[src/rtl/sram_mem_ctrl_pkg.sv]
// Shared definitions for the SRAM memory controller.
//   sram_state_e     : controller state encoding (2 bits)
//   SRAM_WAIT_CYCLES : default SRAM cycles per 16-bit half-access (legal 2..15)
//   SRAM_BASE_ADDR   : default CPU byte address that maps to SRAM word 0
//   SRAM_ADDR_W      : default SRAM half-word address width
package sram_mem_ctrl_pkg;

    typedef enum logic [1:0] {
        ST_IDLE = 2'd0,
        ST_LOW  = 2'd1,
        ST_HIGH = 2'd2,
        ST_DONE = 2'd3
    } sram_state_e;

    localparam int SRAM_WAIT_CYCLES = 5;
    localparam int SRAM_BASE_ADDR   = 1024;
    localparam int SRAM_ADDR_W      = 18;

endpackage

[src/rtl/sram_mem_ctrl_if.sv]
// Bus between the MEM stage, the SRAM controller and the SRAM pads.
//   MEM_R_ENIn/MEM_W_ENIn/addressIn/writeDataIn : request from the MEM stage
//   readDataOut/readyOut                        : load result and freeze release
//   sramAddrOut/sramDqOut/sramDqOeOut/sramWeNOut: SRAM pad drivers
//   sramDqIn                                    : SRAM read data
// master: the CPU/SRAM side; slave: the controller.
interface sram_mem_ctrl_if
    import sram_mem_ctrl_pkg::*;
#(
    parameter int ADDR_W = SRAM_ADDR_W
);
    logic              MEM_R_ENIn;
    logic              MEM_W_ENIn;
    logic [31:0]       addressIn;
    logic [31:0]       writeDataIn;
    logic [31:0]       readDataOut;
    logic              readyOut;
    logic [ADDR_W-1:0] sramAddrOut;
    logic [15:0]       sramDqOut;
    logic [15:0]       sramDqIn;
    logic              sramDqOeOut;
    logic              sramWeNOut;

    modport master (
        output MEM_R_ENIn, MEM_W_ENIn, addressIn, writeDataIn, sramDqIn,
        input  readDataOut, readyOut, sramAddrOut, sramDqOut, sramDqOeOut, sramWeNOut
    );

    modport slave (
        input  MEM_R_ENIn, MEM_W_ENIn, addressIn, writeDataIn, sramDqIn,
        output readDataOut, readyOut, sramAddrOut, sramDqOut, sramDqOeOut, sramWeNOut
    );
endinterface

[src/rtl/sram_wait_counter.sv]
// Wait-state counter shared by both half-accesses of a transaction.
//   clk, rst    : clock, async active-low reset
//   clear       : synchronous return to 0 (wins over enable)
//   enable      : count up by one
//   terminalOut : count == WAIT_CYCLES-1
module sram_wait_counter
    import sram_mem_ctrl_pkg::*;
#(
    parameter int WAIT_CYCLES = SRAM_WAIT_CYCLES
) (
    input  logic clk,
    input  logic rst,
    input  logic clear,
    input  logic enable,
    output logic terminalOut
);
    localparam logic [3:0] LAST = 4'(WAIT_CYCLES - 1);

    logic [3:0] count;

    always_ff @(posedge clk or negedge rst) begin
        if (!rst) begin
            count <= '0;
        end else if (clear) begin
            count <= '0;
        end else if (enable) begin
            count <= count + 4'd1;
        end
    end

    assign terminalOut = (count == LAST);
endmodule

[src/rtl/sram_mem_ctrl.sv]
// Multi-cycle controller for a 16-bit async SRAM used as CPU data memory.
// Each 32-bit access becomes a low half (even address) then a high half
// (odd address), each WAIT_CYCLES long; readyOut freezes the pipeline meanwhile.
//   clk, rst : clock, async active-low reset
//   bus      : sram_mem_ctrl_if.slave (MEM-stage request + SRAM pads)
// Optional build macro SRAM_MEM_CTRL_STATS_EN adds:
//   accessCountOut : completed transactions (DONE cycles)
//   stallCountOut  : cycles with readyOut low
module sram_mem_ctrl
    import sram_mem_ctrl_pkg::*;
#(
    parameter int WAIT_CYCLES = SRAM_WAIT_CYCLES,
    parameter int BASE_ADDR   = SRAM_BASE_ADDR,
    parameter int ADDR_W      = SRAM_ADDR_W
) (
    input  logic clk,
    input  logic rst,
    sram_mem_ctrl_if.slave bus
`ifdef SRAM_MEM_CTRL_STATS_EN
    ,
    output logic [31:0] accessCountOut,
    output logic [31:0] stallCountOut
`endif
);
    sram_state_e       state, state_nxt;
    logic              req;
    logic              ready;
    logic              in_phase;
    logic              half;
    logic              cnt_term;
    logic              cnt_clear;
    logic              op_wr;
    logic [31:0]       wdata;
    logic [31:0]       offset_full;
    logic [ADDR_W-2:0] word_addr;
    logic [ADDR_W-1:0] addr_now;
    logic [ADDR_W-1:0] addr_q;
    logic [31:0]       rdata;
    logic              unused_offset_bits;

    assign req         = bus.MEM_R_ENIn | bus.MEM_W_ENIn;
    assign offset_full = bus.addressIn - 32'(BASE_ADDR);
    // Only the SRAM word index is kept; byte lane and out-of-range bits are dropped.
    assign unused_offset_bits = ^{offset_full[31:ADDR_W+1], offset_full[1:0]};

    always_ff @(posedge clk or negedge rst) begin
        if (!rst) state <= ST_IDLE;
        else      state <= state_nxt;
    end

    always_comb begin
        state_nxt = state;
        ready     = 1'b0;
        in_phase  = 1'b0;
        half      = 1'b0;
        case (state)
            ST_IDLE: begin
                ready = !req;
                if (req) state_nxt = ST_LOW;
            end
            ST_LOW: begin
                in_phase = 1'b1;
                if (cnt_term) state_nxt = ST_HIGH;
            end
            ST_HIGH: begin
                in_phase = 1'b1;
                half     = 1'b1;
                if (cnt_term) state_nxt = ST_DONE;
            end
            ST_DONE: begin
                ready     = 1'b1;
                state_nxt = ST_IDLE;
            end
            default: state_nxt = ST_IDLE;
        endcase
    end

    // Counter restarts on every phase boundary, so one instance serves both halves.
    assign cnt_clear = !in_phase || cnt_term;

    sram_wait_counter #(.WAIT_CYCLES(WAIT_CYCLES)) u_wait (
        .clk         (clk),
        .rst         (rst),
        .clear       (cnt_clear),
        .enable      (in_phase),
        .terminalOut (cnt_term)
    );

    always_ff @(posedge clk or negedge rst) begin
        if (!rst) begin
            op_wr     <= 1'b0;
            wdata     <= '0;
            word_addr <= '0;
            addr_q    <= '0;
            rdata     <= '0;
        end else begin
            if (state == ST_IDLE && req) begin
                op_wr     <= bus.MEM_W_ENIn;
                wdata     <= bus.writeDataIn;
                word_addr <= offset_full[ADDR_W:2];
            end
            if (in_phase) addr_q <= addr_now;
            if (in_phase && !op_wr && cnt_term) begin
                if (half) rdata[31:16] <= bus.sramDqIn;
                else      rdata[15:0]  <= bus.sramDqIn;
            end
        end
    end

    assign addr_now        = {word_addr, half};
    assign bus.readyOut    = ready;
    assign bus.readDataOut = rdata;
    assign bus.sramAddrOut = in_phase ? addr_now : addr_q;
    assign bus.sramDqOut   = (in_phase && op_wr) ? (half ? wdata[31:16] : wdata[15:0]) : 16'h0000;
    assign bus.sramDqOeOut = in_phase && op_wr;
    // WE rises on the terminal cycle while data is still driven, giving hold time.
    assign bus.sramWeNOut  = !(in_phase && op_wr && !cnt_term);

`ifdef SRAM_MEM_CTRL_STATS_EN
    always_ff @(posedge clk or negedge rst) begin
        if (!rst) begin
            accessCountOut <= '0;
            stallCountOut  <= '0;
        end else begin
            if (state == ST_DONE) accessCountOut <= accessCountOut + 32'd1;
            if (!ready)           stallCountOut  <= stallCountOut + 32'd1;
        end
    end
`endif
endmodule
[src/flat_wrapper.sv]
// flat-port wrapper written by rule: the top's interface ports become plain ports
module sram_mem_ctrl_flat import sram_mem_ctrl_pkg::*;
#(
    parameter int WAIT_CYCLES = SRAM_WAIT_CYCLES,
    parameter int BASE_ADDR   = SRAM_BASE_ADDR,
    parameter int ADDR_W      = SRAM_ADDR_W
)
  (clk, rst, bus_MEM_R_ENIn, bus_MEM_W_ENIn, bus_addressIn, bus_writeDataIn, bus_sramDqIn, bus_readDataOut, bus_readyOut, bus_sramAddrOut, bus_sramDqOut, bus_sramDqOeOut, bus_sramWeNOut);
  sram_mem_ctrl_if #(.ADDR_W(ADDR_W)) bus_i ();
  input  logic clk;
  input  logic rst;
  input wire logic [$bits(bus_i.MEM_R_ENIn)-1:0] bus_MEM_R_ENIn;
  input wire logic [$bits(bus_i.MEM_W_ENIn)-1:0] bus_MEM_W_ENIn;
  input wire logic [$bits(bus_i.addressIn)-1:0] bus_addressIn;
  input wire logic [$bits(bus_i.writeDataIn)-1:0] bus_writeDataIn;
  input wire logic [$bits(bus_i.sramDqIn)-1:0] bus_sramDqIn;
  output wire logic [$bits(bus_i.readDataOut)-1:0] bus_readDataOut;
  output wire logic [$bits(bus_i.readyOut)-1:0] bus_readyOut;
  output wire logic [$bits(bus_i.sramAddrOut)-1:0] bus_sramAddrOut;
  output wire logic [$bits(bus_i.sramDqOut)-1:0] bus_sramDqOut;
  output wire logic [$bits(bus_i.sramDqOeOut)-1:0] bus_sramDqOeOut;
  output wire logic [$bits(bus_i.sramWeNOut)-1:0] bus_sramWeNOut;
  assign bus_i.MEM_R_ENIn = bus_MEM_R_ENIn;
  assign bus_i.MEM_W_ENIn = bus_MEM_W_ENIn;
  assign bus_i.addressIn = bus_addressIn;
  assign bus_i.writeDataIn = bus_writeDataIn;
  assign bus_i.sramDqIn = bus_sramDqIn;
  assign bus_readDataOut = bus_i.readDataOut;
  assign bus_readyOut = bus_i.readyOut;
  assign bus_sramAddrOut = bus_i.sramAddrOut;
  assign bus_sramDqOut = bus_i.sramDqOut;
  assign bus_sramDqOeOut = bus_i.sramDqOeOut;
  assign bus_sramWeNOut = bus_i.sramWeNOut;
  sram_mem_ctrl #(.WAIT_CYCLES(WAIT_CYCLES), .BASE_ADDR(BASE_ADDR), .ADDR_W(ADDR_W)) u_core (.clk(clk), .rst(rst), .bus(bus_i));
endmodule
[config.mk]
export PLATFORM = sky130hd
export DESIGN_NAME = sram_mem_ctrl_flat
export DESIGN_NICKNAME = d
export VERILOG_FILES = /design/src/rtl/sram_mem_ctrl_pkg.sv /design/src/rtl/sram_mem_ctrl_if.sv /design/src/rtl/sram_wait_counter.sv /design/src/rtl/sram_mem_ctrl.sv /design/src/flat_wrapper.sv
export SDC_FILE = /design/constraint.sdc
export NUM_CORES = 1
export LEC_CHECK = 0
export BUFFER_PORTS_ARGS = -buffer_cell sky130_fd_sc_hd__buf_2
export CORE_ASPECT_RATIO = 0.8
export CORE_MARGIN = 1.5
export CORE_UTILIZATION = 50
export CTS_CLUSTER_DIAMETER = 80
export DETAILED_ROUTE_END_ITERATION = 12
export GPL_TIMING_DRIVEN = 0
export PLACE_DENSITY = 0.89
export SLEW_MARGIN = 25
export SYNTH_ARGS = -nofsm -noshare
export SYNTH_HDL_FRONTEND = slang
export SYNTH_SLANG_ARGS = --single-unit
[constraint.sdc]
create_clock -name clk -period 2.55 [get_ports clk]
set_clock_uncertainty 0.15 [all_clocks]
set_input_delay 0 -clock clk [delete_from_list [all_inputs] [get_ports clk]]
set_output_delay 0 -clock clk [all_outputs]
set_load 0.01 [all_outputs]
# == Word level (Yosys, flattened, before mapping) ==
# Cells that the tools add are included.
# op_classes
n_addsub,2
n_eq_ne,7
n_mux,12
bitwise,2
reduce_logical,17
# op_table
cell,n
16-bit two-way mux,2
19-bit by 11-bit subtractor with 19-bit output (second input constant),1
18-bit two-way mux,1
4-bit two-way mux,2
2-bit one-hot mux with 4 select lines,1
2-bit two-way mux,3
2-bit by 1-bit != test with 1-bit output (second input constant),3
1-bit logical AND,5
1-bit zero test,5
4-bit by 1-bit adder with 4-bit output (second input constant),1
2-bit equality test (second input constant),2
4-bit by 3-bit equality test with 1-bit output (second input constant),1
2-bit AND reduction,2
3-bit AND reduction,1
2-bit by 1-bit equality test with 1-bit output (second input constant),1
2-bit zero test,1
1-bit two-way mux,2
1-bit one-hot mux with 2 select lines,1
2-bit nonzero test,1
2-bit OR reduction,1
1-bit logical OR,1
1-bit NOT,1
1-bit bitwise OR,1
# totals
ff_bits,106
elab_cells,48

# == Longest topological paths before layout ==
# logic_depth
ltp_word,6
ltp_mapped,7
ltp_nobuf,5

# == Modules after synthesis ==
# Synthesis repeated with hierarchy kept, for this count alone.
# unflattened
cells_unflattened,405
area_unflattened_um2,4490.6
# by_module_without_submodules
mod,n_inst,cells_each,area_each_um2,seq_area_each_um2
sram_mem_ctrl,1,385,4269.1,2552.4
sram_wait_counter,1,20,221.5,100.1

# == Worst setup path after synthesis ==
# No wires, ideal clock.
# synth_path
kind,reg2reg
from,reg u_core.state[0]
to,"reg u_core.rdata[21], in the netlist u_core.bus.readDataOut[21]"
setup_time_ns,0.125
t_arrival_ns,1.908
required_time_ns,2.275
slack_ns,0.368
stages_incl_launch_ff,8
n_path_buf,2
synth_period_minus_slack_ns,2.182
cell_sequence,dfrtp_1 inv_1 ha_1 buf_2 nand2_1 nor3_2 buf_2 mux2_2
# synth_via
elab_chain_cells,6
# synth_lines
item,line,rtl
start: declaration,sram_mem_ctrl.sv:25,"sram_state_e state, state_nxt;"
start signal: assignment,sram_mem_ctrl.sv:48,else state <= state_nxt;
2-bit by 1-bit equality test with 1-bit output or 2-bit equality test (tied branches),sram_mem_ctrl.sv:56,case (state)
2-bit OR reduction (no source line),n/a,
1-bit two-way mux,sram_mem_ctrl.sv:56,
1-bit logical AND (2 in a row),sram_mem_ctrl.sv:103,if (in_phase && !op_wr && cnt_term) begin
2-bit AND reduction (no source line) *,n/a,
end signal: assignment,sram_mem_ctrl.sv:104,if (half) rdata[31:16] <= bus.sramDqIn;
end: declaration,sram_mem_ctrl.sv:38,logic [31:0] rdata;
# Mark *: on every way between the ends. The rest lies on a longest branch, timed or not.
# A chain may end at the register's enable or synchronous reset.

# == Final worst setup path ==
# layout_path
from,reg u_core.state[0]
to,"reg u_core.rdata[22], in the netlist u_core.bus.readDataOut[22]"
# Same word-level chain as after synthesis.

==> results by group <==
Timing
  – Final Hold Viols: 4
  – Slew Viols, Final: 0
  – # setup viols final: 0
  – Final worst path period share: 94.6%
  – Post-route minimum period: 2.41 ns
  – Final WS setup: 0.137 ns
  – Slew HR: 62.2%
  – Slew @ Worst Pin: 0.567 ns
  – RSZ-0062 raised after global routing: no
  – WHS: -0.00415 ns
  – Fmax: around 0.41 GHz

Synthesis
  – FF+latch count, synth: 106
  – Mapped Nets: 495
  – Avg Cell Area, Syn: about 11 um^2
  – Yosys cell types: 34
  – Ys Warns: 0
  – Register area share after synthesis: between 50% and 60%
  – Post-synthesis cell count: 403
  – Mapped Area: 0.00452 mm^2

Worst setup path
  – Worst Setup Start Kind: register
  – Crit path kind: register to register
  – CP max stage delay: 0.39 ns
  – Crit path cell chain: inv_1 -> ha_1 -> buf_2 -> nand2_1 -> nor3_4 -> clkbuf_4 -> mux2_2
  – Maximum fanout along the worst path: 10
  – CP delay by family, top: buffers and inverters
  – Critical path's slowest cell: dfrtp_1
  – Data required time of the worst path: 2.63 ns
  – Worst EP arrival: roughly 2.5 ns
  – Worst path bufs/invs: 3
  – Worst Setup End Kind: register

Detailed routing
  – Remaining DRCs: 0
  – DRT Wirelength: 12400 um
  – Antenna-violating nets left: 0
  – DR vias/cell: 5.20
  – DR iter-0 viols: around 240
  – DR pass1 iterations: 4
  – Wirelength per Cell: 16.8 um
  – Vias after detailed routing: between 3000 and 4000

CTS
  – Cts bufs inserted: 9
  – Clock Sinks: between 100 and 150
  – Clock buffer depth: 2
  – Setup Fix Bufs, Post-CTS: 0
  – Skew-Pair Late Insertion Delay: 0.34 ns
  – Root buf cell: clkbuf_16
  – Clock-pin slew on the worst setup and hold paths: 0.07 ns
  – H-tree depth: 3
  – CTS tree: done

Die
  – Height of the die: 88.0 um
  – Die Width: 109 um
  – Core ar.: about 0.0086 mm^2
  – Initial Utilization: between 50 and 60%
  – Die area: 0.00962 mm^2
  – Row count: 30
  – # IOs: roughly 150

Pwr
  – Leakage: 3.37 nW
  – Power Density: between 1000 and 1500 mW/mm^2
  – Max VDD drop: 784 uV
  – Total power: 0.00772 W

Global route
  – Vias in the first global route: around 4100
  – Total global routing overflow: 0
  – Largest net degree at the start of global routing: 63
  – GR Util All Layers: between 20% and 30%
  – Initial antenna violation count: 0
  – Global-route wire length before repair: between 20000 and 25000 um

Cells and area
  – Layout cells sized above 1: 34.7%
  – Fin area: 0.00643 mm^2
  – Fin nets: just over 700
  – Final Instance Count excl. Fillers: 741
  – Synthesis-to-finish area growth: 42.3%
  – Number of diodes: 0

Place
  – Area post-placement: about 0.0054 mm^2
  – IO buf count: 137
  – Placed instance count: approximately 650
  – Placement Setup Slack: -0.0796 ns
  – GPL Wtd Cong: around 0.8
  – Final HPWL DP: 7230 um

Min path
  – Worst hold path type: input port to async pin

Run status
  – Status: finished with violations
  – Failing checks: hold timing

Job
  – Max-Cap Viols: 0
flip-flops by register name, indices dropped and copies added, names as in the netlist:
signal                  count
u_core.word_addr           17
u_core.addr_q              18
u_core.bus.readDataOut     32
u_core.wdata               32
u_core.u_wait.count         4
u_core.op_wr                1
u_core.state                2
layer usage:
layer	up-vias	global-route usage [%]	wire length (um)	share of wire [%]
li1	1767	-	-	-
met1	1861	33.6	4880	39
met2	206	48.0	6320	51
met3	22	6.70	1010	8.1
met4	0	10.3	211	1.7
met5	-	0	0	0
what timing repair did:
action,in CTS,in global routing
endpoints found under the setup margin,10,35
pin swaps,0,1
hold endpoints to repair,188,0
gates resized for setup,1,7
hold buffers,73,0
stage by stage:
step / TNS (ns) / utilization, %
finish: 0 / 74.4
global route: 0 / 74.4
CTS: 0 / 74.4
detailed placement: -0.747 / 62.3
global placement: 0 / 61.9
floorplan: 0 / -
cells in the final DEF (no fill, tap or decap), drive strengths merged, types with 2 or more instances in the layout:
cell,instances
buf,144
or3,3
o21ai,8
dlygate4sd3,73
nand2,130
xnor2,3
o31ai,3
mux2i,16
mux2,50
ha,8
inv,13
nand3,2
a31oi,5
nor2,26
or4,3
clkbuf,22
nor3b,2
dfrtp,106
worst paths after layout:
path / from / to / slack (ns) / depth (start not counted)
worst min register to register: u_core.word_addr[1]$_DFFE_PN0P_ / u_core.word_addr[1]$_DFFE_PN0P_ / 0.33 / 2
worst max-delay path: u_core.state[0]$_DFFE_PN0P_ / u_core.bus.readDataOut[22]$_DFFE_PN0P_ / 0.14 / 7
min in group clk: bus_MEM_R_ENIn / u_core.state[0]$_DFFE_PN0P_ / 0.07 / 4
max in group asynchronous: rst / u_core.wdata[18]$_DFFE_PN0P_ / 1.62 / 3
worst min-delay path: rst / u_core.bus.readDataOut[16]$_DFFE_PN0P_ / -0.004 / 2
worst max register to register: u_core.state[0]$_DFFE_PN0P_ / u_core.bus.readDataOut[22]$_DFFE_PN0P_ / 0.14 / 7
cells by family (layout without fill, tap and decap cells):
| family | count (synthesis) | in the layout | share of synthesized area (%) |
|---|---|---|---|
| and+or+nand+nor | 172 | 172 | 15.8 |
| DFF | 106 | 106 | 58.7 |
| muxes | 66 | 66 | 16.8 |
| buffers and inverters | 27 | 253 | 2.94 |
| AOI/OAI and AO/OA | 20 | 20 | 2.71 |
| adders and majority gates | 8 | 8 | 2.22 |
| xor gates and xnor gates | 4 | 4 | 0.776 |
area by class of cell:
type / instances / area [um^2]
Inverter: 8 / 30.0
Multi-Input combinational cell: 270 / 1740
Clock inverter: 6 / 78.8
Buffer: 18 / 105
Clock buffer: 10 / 229
Fill cell: 512 / 2210
Tap cell: 112 / 140
Sequential cell: 106 / 2650
Timing Repair Buffer: 211 / 1450
synth_stat cells (all sizes together):
| library cell | number | area share (%) |
|---|---|---|
| a2111oi | 1 | 0.19 |
| a21o | 1 | 0.17 |
| a21oi | 1 | 0.11 |
| a31oi | 5 | 0.69 |
| and3 | 1 | 0.17 |
| buf | 8 | 1.4 |
| clkbuf | 11 | 0.91 |
| dfrtp | 106 | 59 |
| ha | 8 | 2.2 |
| inv | 8 | 0.66 |
| mux2 | 50 | 13 |
| mux2i | 16 | 3.5 |
| nand2 | 130 | 11 |
| nand3 | 2 | 0.22 |
| nand3b | 1 | 0.44 |
| nor2 | 26 | 2.2 |
| nor3 | 1 | 0.22 |
| nor3b | 2 | 0.33 |
| o21a | 1 | 0.17 |
| o21ai | 8 | 0.89 |
| o31ai | 3 | 0.50 |
| or2 | 1 | 0.14 |
| or3 | 3 | 0.42 |
| or3b | 1 | 0.19 |
| or4 | 3 | 0.50 |
| or4b | 1 | 0.22 |
| xnor2 | 3 | 0.58 |
| xor2 | 1 | 0.19 |
where the power goes:
group	internal, W	total, W	switching [W]
registers	0.00243	0.00284	0.000407
logic	0.00153	0.00344	0.00191
clock network	0.000788	0.00145	0.000659
(Power assumes the default switching activity.)
